## config.mk

```make
export PLATFORM = sky130hd
export DESIGN_NAME = pipeline_stall_ctrl_flat
export DESIGN_NICKNAME = d
export VERILOG_FILES = /design/src/rtl/pipeline_stall_ctrl_pkg.sv /design/src/rtl/pipeline_stall_ctrl_if.sv /design/src/rtl/pipeline_stall_ctrl_sat_counter.sv /design/src/rtl/pipeline_stall_ctrl.sv /design/src/flat_wrapper.sv
export SDC_FILE = /design/constraint.sdc
export NUM_CORES = 1
export LEC_CHECK = 0
export BUFFER_PORTS_ARGS = -buffer_cell sky130_fd_sc_hd__buf_2
export CORE_ASPECT_RATIO = 1.5
export CORE_MARGIN = 4
export CORE_UTILIZATION = 45
export CTS_CLUSTER_DIAMETER = 120
export DETAILED_ROUTE_END_ITERATION = 10
export PLACE_DENSITY = 0.73
export SYNTH_ARGS = -nofsm -noshare
export SYNTH_HDL_FRONTEND = slang
export SYNTH_SLANG_ARGS = --single-unit
```

## constraint.sdc

```tcl
create_clock -name clk_i -period 1.8 [get_ports clk_i]
set_input_delay 0.36 -clock clk_i [delete_from_list [all_inputs] [get_ports clk_i]]
set_output_delay 0.36 -clock clk_i [all_outputs]
set_load 0.02 [all_outputs]
```

## src/rtl/pipeline_stall_ctrl_pkg.sv

```systemverilog
// Shared types for the pipeline stall/flush sequencer: FSM state encoding and
// the bundle of pipeline-register controls with its idle (no-stall) value.
package pipe_ctrl_pkg;

  typedef enum logic {
    RUN      = 1'b0,
    MUL_BUSY = 1'b1
  } state_e;

  typedef struct packed {
    logic pc_write;
    logic ifid_write;
    logic ifid_flush;
    logic idex_write;
    logic idex_bubble;
    logic exmem_write;
    logic exmem_bubble;
    logic memwb_bubble;
    logic mul_start;
  } ctrl_t;

  localparam ctrl_t CTRL_DEFAULT = '{
    pc_write:     1'b1,
    ifid_write:   1'b1,
    ifid_flush:   1'b0,
    idex_write:   1'b1,
    idex_bubble:  1'b0,
    exmem_write:  1'b1,
    exmem_bubble: 1'b0,
    memwb_bubble: 1'b0,
    mul_start:    1'b0
  };

  // MUL occupancy: front of the pipe holds, EX/MEM gets a NOP while EX is busy.
  function automatic ctrl_t mul_stall_ctrl(input logic start);
    ctrl_t c;
    c              = CTRL_DEFAULT;
    c.pc_write     = 1'b0;
    c.ifid_write   = 1'b0;
    c.idex_write   = 1'b0;
    c.exmem_bubble = 1'b1;
    c.mul_start    = start;
    return c;
  endfunction

endpackage

```

## src/rtl/pipeline_stall_ctrl_if.sv

```systemverilog
// Hazard flags into the stall sequencer and the pipeline-register controls out of it.
interface pipeline_stall_ctrl_if #(
  parameter int CNT_W = 16
);
  logic             load_use_i;
  logic             branch_taken_i;
  logic             ex_mul_i;
  logic             mem_req_i;
  logic             mem_ack_i;
  logic             stat_clr_i;
  logic             pc_write_o;
  logic             ifid_write_o;
  logic             ifid_flush_o;
  logic             idex_write_o;
  logic             idex_bubble_o;
  logic             exmem_write_o;
  logic             exmem_bubble_o;
  logic             memwb_bubble_o;
  logic             mul_start_o;
  logic [CNT_W-1:0] stall_cnt_o;
  logic             mem_timeout_o;

  modport master (
    output load_use_i, branch_taken_i, ex_mul_i, mem_req_i, mem_ack_i, stat_clr_i,
    input  pc_write_o, ifid_write_o, ifid_flush_o, idex_write_o, idex_bubble_o,
           exmem_write_o, exmem_bubble_o, memwb_bubble_o, mul_start_o,
           stall_cnt_o, mem_timeout_o
  );

  modport slave (
    input  load_use_i, branch_taken_i, ex_mul_i, mem_req_i, mem_ack_i, stat_clr_i,
    output pc_write_o, ifid_write_o, ifid_flush_o, idex_write_o, idex_bubble_o,
           exmem_write_o, exmem_bubble_o, memwb_bubble_o, mul_start_o,
           stall_cnt_o, mem_timeout_o
  );
endinterface

```

## src/rtl/pipeline_stall_ctrl_sat_counter.sv

```systemverilog
// Saturating up-counter with synchronous clear; clear wins over increment.
module sat_counter #(
  parameter int WIDTH = 8
) (
  input  logic             clk,
  input  logic             rst,
  input  logic             clr,
  input  logic             inc,
  output logic [WIDTH-1:0] cnt
);

  always_ff @(posedge clk) begin
    if (rst || clr) begin
      cnt <= '0;
    end else if (inc && (cnt != '1)) begin
      cnt <= cnt + 1'b1;
    end
  end

endmodule

```

## src/rtl/pipeline_stall_ctrl.sv

```systemverilog
// Central stall/flush sequencer for the 5-stage pipeline: merges D-cache freeze,
// multi-cycle MUL, load-use and taken-branch into one set of register controls.
module pipeline_stall_ctrl
  import pipe_ctrl_pkg::*;
#(
  parameter int MUL_LAT     = 4,
  parameter int CNT_W       = 16,
  parameter int MEM_TIMEOUT = 64
) (
  input logic                  clk_i,
  input logic                  rst_i,
  pipeline_stall_ctrl_if.slave bus
);

  localparam int MC_W  = $clog2(MUL_LAT);
  localparam int FRZ_W = $clog2(MEM_TIMEOUT + 1);

  state_e            state_q, state_d;
  logic [MC_W-1:0]   mul_cnt_q, mul_cnt_d;
  logic [FRZ_W-1:0]  frz_cnt;
  logic              freeze;
  logic              timeout_q;
  ctrl_t             ctrl;

  // An ack without a request is not a completed access.
  assign freeze = bus.mem_req_i & ~bus.mem_ack_i;

  always_comb begin
    ctrl      = CTRL_DEFAULT;
    state_d   = state_q;
    mul_cnt_d = mul_cnt_q;
    if (!rst_i) begin
      if (freeze) begin
        ctrl.pc_write     = 1'b0;
        ctrl.ifid_write   = 1'b0;
        ctrl.idex_write   = 1'b0;
        ctrl.exmem_write  = 1'b0;
        ctrl.memwb_bubble = 1'b1;
      end else if (state_q == MUL_BUSY) begin
        if (mul_cnt_q > MC_W'(1)) begin
          ctrl      = mul_stall_ctrl(1'b0);
          mul_cnt_d = mul_cnt_q - 1'b1;
        end else begin
          mul_cnt_d = '0;
          state_d   = RUN;
        end
      end else if (bus.ex_mul_i) begin
        ctrl      = mul_stall_ctrl(1'b1);
        mul_cnt_d = MC_W'(MUL_LAT - 1);
        state_d   = MUL_BUSY;
      end else if (bus.load_use_i) begin
        ctrl.pc_write    = 1'b0;
        ctrl.ifid_write  = 1'b0;
        ctrl.idex_bubble = 1'b1;
      end else if (bus.branch_taken_i) begin
        ctrl.ifid_flush = 1'b1;
      end
    end
  end

  always_ff @(posedge clk_i) begin
    if (rst_i) begin
      state_q   <= RUN;
      mul_cnt_q <= '0;
    end else begin
      state_q   <= state_d;
      mul_cnt_q <= mul_cnt_d;
    end
  end

  sat_counter #(.WIDTH(CNT_W)) u_stall_cnt (
    .clk (clk_i),
    .rst (rst_i),
    .clr (bus.stat_clr_i),
    .inc (~ctrl.pc_write),
    .cnt (bus.stall_cnt_o)
  );

  sat_counter #(.WIDTH(FRZ_W)) u_frz_cnt (
    .clk (clk_i),
    .rst (rst_i),
    .clr (~freeze),
    .inc (freeze),
    .cnt (frz_cnt)
  );

  // Sticky: set on the edge that completes the MEM_TIMEOUT-th consecutive freeze cycle.
  always_ff @(posedge clk_i) begin
    if (rst_i) begin
      timeout_q <= 1'b0;
    end else if (freeze && (frz_cnt >= FRZ_W'(MEM_TIMEOUT - 1))) begin
      timeout_q <= 1'b1;
    end
  end

  assign bus.pc_write_o     = ctrl.pc_write;
  assign bus.ifid_write_o   = ctrl.ifid_write;
  assign bus.ifid_flush_o   = ctrl.ifid_flush;
  assign bus.idex_write_o   = ctrl.idex_write;
  assign bus.idex_bubble_o  = ctrl.idex_bubble;
  assign bus.exmem_write_o  = ctrl.exmem_write;
  assign bus.exmem_bubble_o = ctrl.exmem_bubble;
  assign bus.memwb_bubble_o = ctrl.memwb_bubble;
  assign bus.mul_start_o    = ctrl.mul_start;
  assign bus.mem_timeout_o  = timeout_q;

endmodule

```

## src/flat_wrapper.sv

```systemverilog
// flat-port wrapper written by rule: the top's interface ports become plain ports
module pipeline_stall_ctrl_flat import pipe_ctrl_pkg::*;
#(
  parameter int MUL_LAT     = 4,
  parameter int CNT_W       = 16,
  parameter int MEM_TIMEOUT = 64
)
  (clk_i, rst_i, bus_load_use_i, bus_branch_taken_i, bus_ex_mul_i, bus_mem_req_i, bus_mem_ack_i, bus_stat_clr_i, bus_pc_write_o, bus_ifid_write_o, bus_ifid_flush_o, bus_idex_write_o, bus_idex_bubble_o, bus_exmem_write_o, bus_exmem_bubble_o, bus_memwb_bubble_o, bus_mul_start_o, bus_stall_cnt_o, bus_mem_timeout_o);
  pipeline_stall_ctrl_if #(.CNT_W(CNT_W)) bus_i ();
  input logic clk_i;
  input logic rst_i;
  input wire logic [$bits(bus_i.load_use_i)-1:0] bus_load_use_i;
  input wire logic [$bits(bus_i.branch_taken_i)-1:0] bus_branch_taken_i;
  input wire logic [$bits(bus_i.ex_mul_i)-1:0] bus_ex_mul_i;
  input wire logic [$bits(bus_i.mem_req_i)-1:0] bus_mem_req_i;
  input wire logic [$bits(bus_i.mem_ack_i)-1:0] bus_mem_ack_i;
  input wire logic [$bits(bus_i.stat_clr_i)-1:0] bus_stat_clr_i;
  output wire logic [$bits(bus_i.pc_write_o)-1:0] bus_pc_write_o;
  output wire logic [$bits(bus_i.ifid_write_o)-1:0] bus_ifid_write_o;
  output wire logic [$bits(bus_i.ifid_flush_o)-1:0] bus_ifid_flush_o;
  output wire logic [$bits(bus_i.idex_write_o)-1:0] bus_idex_write_o;
  output wire logic [$bits(bus_i.idex_bubble_o)-1:0] bus_idex_bubble_o;
  output wire logic [$bits(bus_i.exmem_write_o)-1:0] bus_exmem_write_o;
  output wire logic [$bits(bus_i.exmem_bubble_o)-1:0] bus_exmem_bubble_o;
  output wire logic [$bits(bus_i.memwb_bubble_o)-1:0] bus_memwb_bubble_o;
  output wire logic [$bits(bus_i.mul_start_o)-1:0] bus_mul_start_o;
  output wire logic [$bits(bus_i.stall_cnt_o)-1:0] bus_stall_cnt_o;
  output wire logic [$bits(bus_i.mem_timeout_o)-1:0] bus_mem_timeout_o;
  assign bus_i.load_use_i = bus_load_use_i;
  assign bus_i.branch_taken_i = bus_branch_taken_i;
  assign bus_i.ex_mul_i = bus_ex_mul_i;
  assign bus_i.mem_req_i = bus_mem_req_i;
  assign bus_i.mem_ack_i = bus_mem_ack_i;
  assign bus_i.stat_clr_i = bus_stat_clr_i;
  assign bus_pc_write_o = bus_i.pc_write_o;
  assign bus_ifid_write_o = bus_i.ifid_write_o;
  assign bus_ifid_flush_o = bus_i.ifid_flush_o;
  assign bus_idex_write_o = bus_i.idex_write_o;
  assign bus_idex_bubble_o = bus_i.idex_bubble_o;
  assign bus_exmem_write_o = bus_i.exmem_write_o;
  assign bus_exmem_bubble_o = bus_i.exmem_bubble_o;
  assign bus_memwb_bubble_o = bus_i.memwb_bubble_o;
  assign bus_mul_start_o = bus_i.mul_start_o;
  assign bus_stall_cnt_o = bus_i.stall_cnt_o;
  assign bus_mem_timeout_o = bus_i.mem_timeout_o;
  pipeline_stall_ctrl #(.MUL_LAT(MUL_LAT), .CNT_W(CNT_W), .MEM_TIMEOUT(MEM_TIMEOUT)) u_core (.clk_i(clk_i), .rst_i(rst_i), .bus(bus_i));
endmodule
```

==> After elaboration in Yosys (flattened, before gate mapping) <==
Cells that the tools add are included.
{ "totals": {"wordCells": 48, "in_bits": 8, "out_inout_bits": 26, "mem_count": 0, "romBits": 0, "latch_bits": 0, "ram_bits": 0, "reg_bits": 27} }
{ "classes": {"order_cmp": 2, "eq_ne": 2, "shifts": 0, "n_div": 0, "mul": 0, "addsub": 3, "n_bitwise": 4, "mux": 25, "n_reduce_logical": 7} }
{ "ops": {"columns": ["operator", "n"], "rows": [
  ["$mux W9", 3],
  ["$add A16 B1 Y16 const B", 1],
  ["$ne A16 B16 Y1 const B", 1],
  ["$mux W1", 15],
  ["$mux W2", 5],
  ["$add A7 B1 Y7 const B", 1],
  ["$ge A7 B6 Y1 const B", 1],
  ["$ne A7 B7 Y1 const B", 1],
  ["$mux W3", 2],
  ["$logic_and A1 B1 Y1", 3],
  ["$not A1 Y1", 3],
  ["$gt A2 B1 Y1 const B", 1],
  ["$logic_or A1 B1 Y1", 2],
  ["$reduce_and A2 Y1", 1],
  ["$reduce_bool A2 Y1", 1],
  ["$sub A2 B1 Y2 const B", 1],
  ["$and A1 B1 Y1", 1]
]} }

==> Longest topological paths before layout <==
Gate-level depths: netlist of run 1.
{ "logic_depth": {"ltp_word": 8, "depth_mapped": 8, "mapped_depth_nobuf": 6} }

==> By module <==
From an unflattened synthesis of run 1, not the netlist that was laid out.
{ "unflattened": {"cells_unflattened": 171, "area_unflattened_um2": 1555.2} }
{ "modules_own_cells": {"columns": ["mod", "cells_per_inst", "instances", "seq_area_each_um2", "area_per_inst_um2"], "rows": [
  ["sat_counter (u_core.u_stall_cnt)", 95, 1, 320.3, 847.1],
  ["pipeline_stall_ctrl", 40, 1, 80.1, 366.6],
  ["sat_counter (u_core.u_frz_cnt)", 36, 1, 140.1, 341.6]
]} }

==> Worst setup path after synthesis of run 1 <==
Ideal clock, no wire load.
{ "synth_path": {"path_kind": "reg2reg", "startpoint": "reg u_core.u_stall_cnt.cnt[0]", "endpoint": "reg u_core.u_stall_cnt.cnt[11]", "t_required_ps": 1730, "path_slack_ps": -14, "arrival_time_ps": 1744, "path_buffers": 1, "synth_period_minus_slack_ps": 1814, "path_stages_with_launch": 7, "setup_ps": 70, "cell_sequence": "dfxtp_1 -> ha_1 -> and3_1 -> and4_4 -> buf_6 -> or4_1 -> a21oi_1"} }
{ "synth_between": {"elab_chain_len": 2, "elab_cells_between_ends": 3, "classes_between": "1 x add/sub; 1 x eq/ne; 1 x reduce/logical"} }
{ "synth_rtl": {"columns": ["element", "line", "rtl"], "rows": [
  ["start: declaration", "pipeline_stall_ctrl_sat_counter.sv:9", "output logic [WIDTH-1:0] cnt"],
  ["start signal: assignment", "pipeline_stall_ctrl_sat_counter.sv:16", "cnt <= cnt + 1'b1;"],
  ["branches (longest 2 deep; another with $add A16 B1 Y16)", null, null]
]} }
Several ways; the timed one is not identified.
A chain may end at the register's enable or synchronous reset.

==> Worst setup path in the final report of run 1 <==
{ "layout_path": {"startpoint": "reg u_core.state_q", "endpoint": "reg u_core.u_stall_cnt.cnt[3]"} }
{ "layout_between": {"elab_chain_len": 5} }
{ "layout_rtl": {"columns": ["element", "line", "rtl"], "rows": [
  ["start: declaration", "pipeline_stall_ctrl.sv:18", "state_e state_q, state_d;"],
  ["start signal: assignment", "pipeline_stall_ctrl.sv:66", "state_q <= state_d;"],
  ["$mux W9", "pipeline_stall_ctrl.sv:39", "end else if (state_q == MUL_BUSY) begin"],
  ["$mux W2", "pipeline_stall_ctrl.sv:33", "if (freeze) begin"],
  ["$mux W9", "pipeline_stall_ctrl.sv:32", "if (!rst_i) begin"],
  ["$not A1 Y1", "pipeline_stall_ctrl.sv:75", ".inc (~ctrl.pc_write),"],
  ["$logic_and A1 B1 Y1", "pipeline_stall_ctrl_sat_counter.sv:15", "end else if (inc && (cnt != '1)) begin"]
]} }
No other way between the ends.

==> flow_summary.json, run 1 <==
{
  "core_um2": 3160,
  "grt-busiest-layer": "met2",
  "clockBufferDepth": 2,
  "clk_latency_ns": 0.27,
  "worst_ep_required_time_ns": 2.00,
  "ios": 34,
  "synth_compound_area_share_pct": 17.7,
  "crit_family": "simple AND/OR/NAND/NOR gates",
  "synth-seq-cells": 27,
  "grt_remaining_overflow": 0,
  "utilization_pct": 58.1,
  "rows": 25,
  "syn-num-nets": 183,
  "synth_cell_types": 47,
  "numCtsBuffers": 3,
  "io_buffers": 33,
  "num_antenna_cells": 0,
  "hold_violations": 0,
  "grt_max_degree": 22,
  "use_met3_pct": 1.90,
  "syn-cell-area_um2": 1470,
  "synth-xor-area-share_pct": 1.19,
  "initial_utilization_pct": 46.6,
  "seq_area_frac_synth_pct": 36.7,
  "grt_pass1_wl_mm": 6.01,
  "cts_hold_buf": 0,
  "fin_crit_sh_pct": 97.8,
  "clockRootBuffer": "clkbuf_8",
  "end_kind": "flip-flop",
  "drc_errors": 0,
  "place.gp.congestion": 0.780,
  "path_cells": "nor2b_1 -> o31a_1 -> buf_6 -> buf_4 -> or4_1 -> a21oi_1",
  "yosysWarnings": 0,
  "fin_nets": 227,
  "ir_worst_vdd_v": 0.000435,
  "die_area_um2": 4270,
  "postRouteAntennaNets": 0,
  "muxShareOfSynthArea_pct": 3.40,
  "fmax_ghz": 0.568,
  "antenna_found_initial": 0,
  "die_w_um": 54.7,
  "fin_ws_ns": 0.0401,
  "vias": 1481,
  "hold_ws_ns": 0.416,
  "drive_above_1_share_pct": 29.6,
  "drt_iter0_markers": 48,
  "crit_slowest_cell": "or4_1",
  "seqCellArea_um2": 544,
  "hold_path.class": "input port to flip-flop",
  "fillCellCount": 292,
  "grt_pass1_vias": 1410,
  "min_period_ns": 1.76,
  "cts_tree": "built",
  "start_kind": "flip-flop",
  "multi_input_area_um2": 860,
  "wirelength_mm": 3.52,
  "setup_viol": 0,
  "slowest_delay_ns": 0.49,
  "synth_top_family_by_area": "simple AND/OR/NAND/NOR gates",
  "dp_cells": 246,
  "power_density_nw_per_um2": 624,
  "p_leak_nw": 0.744,
  "clk_pin_slew_ns": 0.09,
  "grt.total_usage_pct": 18.1,
  "worstPathArrival_ns": 1.96,
  "path_buf_inv": 2,
  "synth-simple-area-share_pct": 33.3,
  "slew_headroom_pct": 75.0,
  "stdcell_count": 256,
  "worst-path-max-fanout": 5,
  "dp_hpwl_mm": 2.58,
  "cts.sinks": 27,
  "dpl_worst_slack_ns": -0.00824,
  "clock_skew_ns": 0.00765,
  "area_growth_pct": 24.6,
  "synthAdderAreaFrac_pct": 1.70,
  "fp.dieH_um": 78.1,
  "wl_per_cell_um": 13.7,
  "avgSynthCellArea_um2": 8.51,
  "drtPass1Iterations": 4,
  "outcome": "finished, final reports clean",
  "h-tree-depth": 1,
  "grtUsageMet2_pct": 30.3,
  "gr-usage-met1_pct": 22.8,
  "path_class": "flip-flop to flip-flop",
  "worstMarginPinSlew_ns": 0.371,
  "timing.max_cap.violations": 0,
  "viasPerCell": 5.79,
  "syn_inst": 173,
  "slew_viol_final": 0
}
[repair_timing]
item / in CTS / in global routing
hold endpoints to repair: 0 / 0
endpoints found under the setup margin: 4 / 11
buffers inserted: 3 / 3
resized for setup: 5 / 5
pin swaps: 1 / 3
gates cloned: 0 / 0
[registers in the layout, indices dropped and copies added, names as in the netlist]
name / count
u_core.state_q: 1
u_core.mul_cnt_q: 2
u_core.u_stall_cnt.cnt: 16
u_core.bus.mem_timeout_o: 1
u_core.u_frz_cnt.cnt: 7
[where the power goes]
part | switching (mW) | internal [mW] | leakage (nW)
logic | 0.0973 | 0.0923 | 0.499
clock network | 0.187 | 0.155 | 0.0255
registers | 0.00832 | 0.606 | 0.219
total | 0.293 | 0.854 | 0.744
[cell usage in the layout, fill, tap and decap left out, types with 2 or more instances in the layout]
cell,instances
o41ai_1,2
dfxtp_1,26
nand3_1,5
a21oi_1,11
clkbuf_8,3
nor3_1,5
buf_6,3
nand4_1,4
buf_4,15
o21ai_0,4
nor2_1,13
and4_1,6
a31oi_1,2
or4_1,5
and3_1,6
nor4_1,2
or3_1,7
nor2b_1,2
nand2b_4,2
o21a_1,3
and2_1,3
inv_1,2
nand2_1,15
mux2i_1,5
o31ai_1,8
buf_2,31
[Yosys cell counts, drive strengths merged]
cell type | instances | share of area [%]
dfxtp | 27 | 37
nand2 | 15 | 3.8
nor2 | 14 | 4.1
a21oi | 11 | 3.7
buf | 8 | 4.5
o31ai | 8 | 4.1
and4 | 7 | 4.3
or3 | 7 | 3.0
and3 | 6 | 2.5
or4 | 6 | 3.1
mux2i | 5 | 3.4
nand3 | 5 | 1.7
nor3 | 5 | 1.7
and2 | 4 | 1.7
nand4 | 4 | 1.7
o21ai | 4 | 1.4
clkbuf | 3 | 0.76
inv | 3 | 0.76
nand2b | 3 | 1.8
o21a | 3 | 1.5
a31oi | 2 | 0.85
ha | 2 | 1.7
nor2b | 2 | 0.85
nor4 | 2 | 0.85
o311ai | 2 | 1.2
o41ai | 2 | 1.2
a211oi | 1 | 0.51
a21o | 1 | 0.51
a22oi | 1 | 0.51
and4b | 1 | 0.68
nor3b | 1 | 0.51
nor4b | 1 | 0.59
o21bai | 1 | 0.51
o22ai | 1 | 0.43
o311a | 1 | 0.68
o31a | 1 | 0.59
or2 | 1 | 0.43
xnor2 | 1 | 0.59
xor2 | 1 | 0.59
[metrics by stage]
stage | TNS, ns | total power [mW] | instance area [um^2]
after floorplan | 0 | 0.729 | 1480
after global placement | 0 | 0.778 | 1710
after detailed placement | -0.0141 | 0.782 | 1710
after CTS | 0 | 1.14 | 1800
after global routing | -0.00733 | 1.20 | 1840
final | 0 | 1.15 | 1840
[cells by family after synthesis]
kind of cell / after synthesis
AND/OR/NAND/NOR: 84
AO/OA/AOI/OAI: 39
flip-flops: 27
buffers and inverters: 14
multiplexers: 5
XOR/XNOR: 2
adder cells (fa/ha/maj): 2
[final cells by class]
class | count | area share, %
clock buffers | 3 | 2.25
clock inverters | 1 | 0.273
inverters | 3 | 0.750
multi-input cells | 132 | 46.8
flip-flops and latches | 27 | 29.7
well taps | 40 | 2.73
repair buffers | 50 | 17.5
[worst reg2reg max path: stages (launching register included)]
cell     delay (ns)
dfxtp_4        0.37
nor2b_1        0.13
o31a_1         0.29
buf_6          0.14
buf_4          0.13
or4_1          0.49
a21oi_1        0.16
[worst paths after layout]
kind                                start                   endpoint  slack (ns)  cells after the start
setup / recovery           u_core.state_q  u_core.u_stall_cnt.cnt[3]        0.04                      6
hold reg to reg   u_core.u_frz_cnt.cnt[5]    u_core.u_frz_cnt.cnt[5]        0.49                      2
setup reg to reg           u_core.state_q  u_core.u_stall_cnt.cnt[3]        0.04                      6
hold / removal             bus_stat_clr_i  u_core.u_stall_cnt.cnt[9]        0.42                      3
[layer usage]
metal	part of all wire [%]	vias up	wire length, um
li1	-	738	-
met5	0	-	0
met1	42	683	1480
met2	50	56	1760
met3	6.3	4	223
met4	1.3	0	44
(Power assumes the default switching activity.)
==> inputs of run 2 (changes only) <==
BUFFER_PORTS_ARGS = default   (was -buffer_cell sky130_fd_sc_hd__buf_2)
DONT_BUFFER_PORTS = 1   (was default)
PLACE_DENSITY = 0.64   (was 0.73)
SLEW_MARGIN = 30   (was default)
==> flow_summary.json, run 2 (synthesized netlist as in run 1, its figures left out) <==
{
  "r2r-start": "u_core.state_q",
  "min_period_ns": 1.75,
  "slew_viol_final": 0,
  "switching_share_pct": 25.3,
  "clockRootBuffer": "clkbuf_8",
  "clock_skew_ns": 0.00261,
  "power.internal_mw": 0.835,
  "power_density_nw_per_um2": 637,
  "hold_violations": 0,
  "worst-path-max-fanout": 4,
  "fin_nets": 205,
  "final_cell_mix": "dfxtp_1 (26), buf_4 (24), nand2_1 (15)",
  "setup_viol": 0,
  "core_um2": 3160,
  "slowest_delay_ns": 0.35,
  "worstMarginPinSlew_ns": 0.471,
  "viasPerCell": 5.99,
  "drtPass1Iterations": 4,
  "rows": 25,
  "drc_errors": 0,
  "crit_slowest_cell": "dfxtp_2",
  "finalPower_mw": 1.12,
  "end_kind": "primary output",
  "place.gp.congestion": 0.773,
  "rsz0062_at_grt": "false",
  "antenna_found_initial": 0,
  "path_cells": "nor2b_2 -> o31a_2 -> buf_6 -> buf_12",
  "top_register": "u_core.u_stall_cnt.cnt",
  "num_antenna_cells": 0,
  "ios": 34,
  "power_frac_seq_pct": 54.9,
  "path_class": "flip-flop to primary output",
  "vias": 1402,
  "largest_register_ffs": 16,
  "die_area_um2": 4270,
  "hold_path.class": "input port to flip-flop",
  "die_w_um": 54.7,
  "drive_above_1_share_pct": 22.7,
  "dp_cells": 228,
  "cts_tree": "built",
  "clockBufferDepth": 2,
  "power.share.clock_pct": 31.0,
  "ir_worst_vdd_v": 0.000526,
  "grt_pass1_wl_mm": 6.21,
  "outcome": "finished, final reports clean",
  "fmax_ghz": 0.571,
  "grt_pass1_vias": 1370,
  "wl_per_cell_um": 15.6,
  "pwr-share-comb_pct": 14.1,
  "start_kind": "flip-flop",
  "final_common_cell": "dfxtp_1",
  "dp_hpwl_mm": 2.59,
  "top_regs": "u_core.u_stall_cnt.cnt x16, u_core.u_frz_cnt.cnt x7, u_core.mul_cnt_q x2",
  "h-tree-depth": 1,
  "initial_utilization_pct": 46.6,
  "grt_remaining_overflow": 0,
  "grt_max_degree": 22,
  "stdcell_count": 234,
  "numCtsBuffers": 3,
  "io_buffers": 0,
  "clk_latency_ns": 0.27,
  "postRouteAntennaNets": 0,
  "grt.total_usage_pct": 19.0,
  "fin_crit_sh_pct": 97.3,
  "worst_ep_required_time_ns": 1.44,
  "fp.dieH_um": 78.1,
  "wirelength_mm": 3.64,
  "cts_hold_buf": 0,
  "path_buf_inv": 2,
  "switchingPower_mw": 0.283,
  "p_leak_nw": 0.633,
  "slew_headroom_pct": 68.5,
  "worstSetupStartpoint": "u_core.state_q",
  "hold_start": "rst_i",
  "timing.max_cap.violations": 0,
  "drt_iter0_markers": 55,
  "cts.sinks": 27,
  "worstPathArrival_ns": 1.39,
  "area_growth_pct": 19.1,
  "crit_family": "flip-flops",
  "clk_pin_slew_ns": 0.09
}
-- run 2: cell types whose count changed in the layout (fill, tap and decap cells not counted), moves of 2 or more --
cell    change
buf_4       +9
nor3_2      +2
nor3_1      -2
buf_2      -31
-- run 2: worst reg2reg max path, stage by stage (launching register included) --
cell	delay (ns)
dfxtp_2	0.35
nor2b_2	0.17
o31a_2	0.33
buf_6	0.16
or4_1	0.52
a21oi_2	0.16
-- run 2: path summary, 6_finish.rpt --
path | endpoint | depth (start not counted) | slack, ns
max | bus_pc_write_o | 4 | 0.05
min | u_core.mul_cnt_q[1] | 1 | 0.15
max reg2reg | u_core.u_stall_cnt.cnt[14] | 5 | 0.05
min reg2reg | u_core.u_frz_cnt.cnt[5] | 2 | 0.51
-- run 2: layer usage --
layer,part of all wire (%),GRT usage (%),vias to the layer above
met4,1.3,7.48,0
li1,-,-,701
met5,0,0,-
met2,52,31.6,34
met1,41,22.8,663
met3,6.0,3.98,4
-- run 2: cell type report --
type                    instances  area, um^2
flip-flops and latches         27         542
fillers                       305        1410
well taps                      40        50.0
repair buffers                 27         223
clock buffers                   4        45.0
inverters                       3        13.8
multi-input cells             133         881
-- run 2: per-stage QoR --
stage                     cell area (um^2)  utilization (%)  hold slack, ns  TNS (ns)  setup slack [ns]
after detailed placement              1660             52.5           0.438    -0.282            -0.140
after global placement                1660             52.5           0.436    -0.265            -0.132
final                                 1750             55.5           0.147         0            0.0494
after global routing                  1750             55.5           0.140         0           0.00822
after floorplan                       1480                -           0.448         0            0.0132
after CTS                             1730             54.6           0.138         0            0.0141
-- run 2: repair_timing --
action / in CTS / in global routing
pin swaps: 1 / 0
setup buffers: 1 / 0
gates resized for setup: 2 / 8
endpoints found under the setup margin: 2 / 9
hold endpoints to repair: 0 / 0
cloned: 1 / 0
-- run 2: power groups by stage --
stage	registers, mW	logic, mW	clock network [mW]
2_1_floorplan	0.628	0.100	0
3_3_place_gp	0.626	0.136	0
3_5_place_dp	0.626	0.139	0
4_1_cts	0.613	0.150	0.358
5_1_grt	0.615	0.173	0.377
6_report	0.614	0.158	0.346
==> inputs of run 3 (changes only) <==
clock period = 1.4 ns   (was 1.8 ns; I/O delays follow)
==> flow_summary.json, run 3 (synthesized netlist as in run 1, its figures left out) <==
{
  "outcome": "complete, but fails checks",
  "violations": "negative setup slack",
  "hold_ws_ns": 0.0652,
  "io_buffers": 0,
  "path_class": "flip-flop to flip-flop",
  "multi_input_area_um2": 1070,
  "seqCellArea_um2": 559,
  "antenna_found_initial": 0,
  "min_period_ns": 1.76,
  "slew_headroom_pct": 77.1,
  "start_kind": "flip-flop",
  "clock_skew_ns": 0.00428,
  "setup_viol": 21,
  "cts.sinks": 27,
  "vias": 1561,
  "reg2reg_to": "u_core.u_stall_cnt.cnt[2]",
  "r2r_cells": 6,
  "worstMarginPinSlew_ns": 0.341,
  "switchingPower_mw": 0.414,
  "ios": 34,
  "wl_per_cell_um": 16.8,
  "fin_crit_sh_pct": 125,
  "p_leak_nw": 0.830,
  "drc_errors": 0,
  "grt_max_degree": 17,
  "fp.dieH_um": 78.1,
  "clockBufferDepth": 2,
  "pwr-share-comb_pct": 18.7,
  "fillCellCount": 252,
  "num_antenna_cells": 0,
  "r2r-start": "u_core.state_q",
  "hold_violations": 0,
  "place.gp.congestion": 0.854,
  "power_frac_seq_pct": 51.3,
  "clk_latency_ns": 0.27,
  "drtPass1Iterations": 4,
  "viasPerCell": 5.89,
  "power.internal_mw": 1.12,
  "top_register": "u_core.u_stall_cnt.cnt",
  "dp_cells": 250,
  "dp_hpwl_mm": 2.92,
  "h-tree-depth": 1,
  "hold_depth": 1,
  "drt_iter0_markers": 44,
  "core_um2": 3160,
  "hold_start": "rst_i",
  "die_w_um": 54.7,
  "ir_worst_vdd_v": 0.000602,
  "rows": 25,
  "top_regs": "u_core.u_stall_cnt.cnt x16, u_core.u_frz_cnt.cnt x7, u_core.mul_cnt_q x2",
  "worst-path-max-fanout": 9,
  "cts_hold_buf": 0,
  "hold_path.class": "input port to flip-flop",
  "area_growth_pct": 52.2,
  "switching_share_pct": 26.9,
  "min_to": "u_core.mul_cnt_q[1]",
  "final_common_cell": "buf_4",
  "grt.total_usage_pct": 20.7,
  "initial_utilization_pct": 46.6,
  "end_kind": "flip-flop",
  "fin_ws_ns": -0.356,
  "clockRootBuffer": "clkbuf_8",
  "grt_remaining_overflow": 0,
  "slew_viol_final": 0,
  "fmax_ghz": 0.569,
  "drive_above_1_share_pct": 48.0,
  "largest_register_ffs": 16,
  "numCtsBuffers": 3,
  "dpl_worst_slack_ns": -0.250,
  "power_density_nw_per_um2": 687,
  "power.share.clock_pct": 30.0,
  "stdcell_count": 265,
  "worst_ep_required_time_ns": 1.60,
  "clk_pin_slew_ns": 0.10,
  "postRouteAntennaNets": 0,
  "rsz0062_at_grt": "true",
  "fin_nets": 236,
  "rrSetupSlack_ns": -0.36,
  "worstPathArrival_ns": 1.96,
  "wirelength_mm": 4.46,
  "die_area_um2": 4270,
  "final_cell_mix": "buf_4 (46), dfxtp_1 (18), nand2_1 (14)",
  "grt_pass1_wl_mm": 6.80,
  "grt_pass1_vias": 1608,
  "cts_tree": "built",
  "timing.max_cap.violations": 0
}
run 3: worst max path at each step:
| stage | from | end | slack, ns | cells after the start |
|---|---|---|---|---|
| 2_1_floorplan | u_core.u_stall_cnt.cnt[1] | u_core.u_stall_cnt.cnt[11] | -0.26 | 6 |
| 3_3_place_gp | u_core.state_q | u_core.u_stall_cnt.cnt[4] | -0.21 | 5 |
| 3_5_place_dp | u_core.state_q | u_core.u_stall_cnt.cnt[15] | -0.25 | 5 |
| 4_1_cts | u_core.state_q | bus_pc_write_o | -0.30 | 5 |
| 5_1_grt | u_core.state_q | u_core.u_stall_cnt.cnt[2] | -0.39 | 6 |
| 6_report | u_core.state_q | u_core.u_stall_cnt.cnt[2] | -0.36 | 6 |
run 3: critical path: stages, from the launching register on:
cell	delay (ns)
dfxtp_4	0.37
nor2b_4	0.12
o31a_1	0.28
buf_12	0.15
buf_6	0.13
or4_4	0.49
a21oi_2	0.16
run 3: per-layer routing:
layer / track usage (%) / wire length, um / vias up
met3: 3.80 / 232 / 12
met5: 0 / 0 / -
li1: - / - / 753
met1: 19.9 / 1590 / 749
met2: 38.4 / 2530 / 47
met4: 10.7 / 106 / 0
run 3: area by class of cell:
cell class	count	area share, %
Inverter	3	0.614
Tap cell	40	2.23
Clock buffer	3	1.84
Multi-Input combinational cell	133	47.6
Timing Repair Buffer	58	22.4
Clock inverter	1	0.335
Sequential cell	27	25.0
run 3: repair_timing:
action,in CTS,in global routing
setup buffers,9,1
pin swaps,15,12
gates cloned,1,0
resized for setup,27,21
setup endpoints to repair,21,23
run 3: per-stage QoR:
| stage | instance area (um^2) | util, % | TNS, ns | power, mW |
|---|---|---|---|---|
| floorplan | 1560 | - | -3.13 | 0.955 |
| global placement | 1890 | 59.8 | -2.52 | 1.01 |
| detailed placement | 1890 | 59.8 | -3.11 | 1.01 |
| CTS | 2150 | 68.1 | -4.22 | 1.52 |
| global route | 2240 | 70.9 | -5.47 | 1.61 |
| finish | 2240 | 70.9 | -4.37 | 1.54 |
run 3: power by group through the flow:
stage                     Combinational [mW]  Clock (mW)  Sequential [mW]
after CTS                              0.261       0.471            0.788
after global placement                 0.203           0            0.803
after detailed placement               0.207           0            0.805
final                                  0.288       0.461            0.789
after global routing                   0.310       0.511            0.790
after floorplan                        0.149           0            0.807
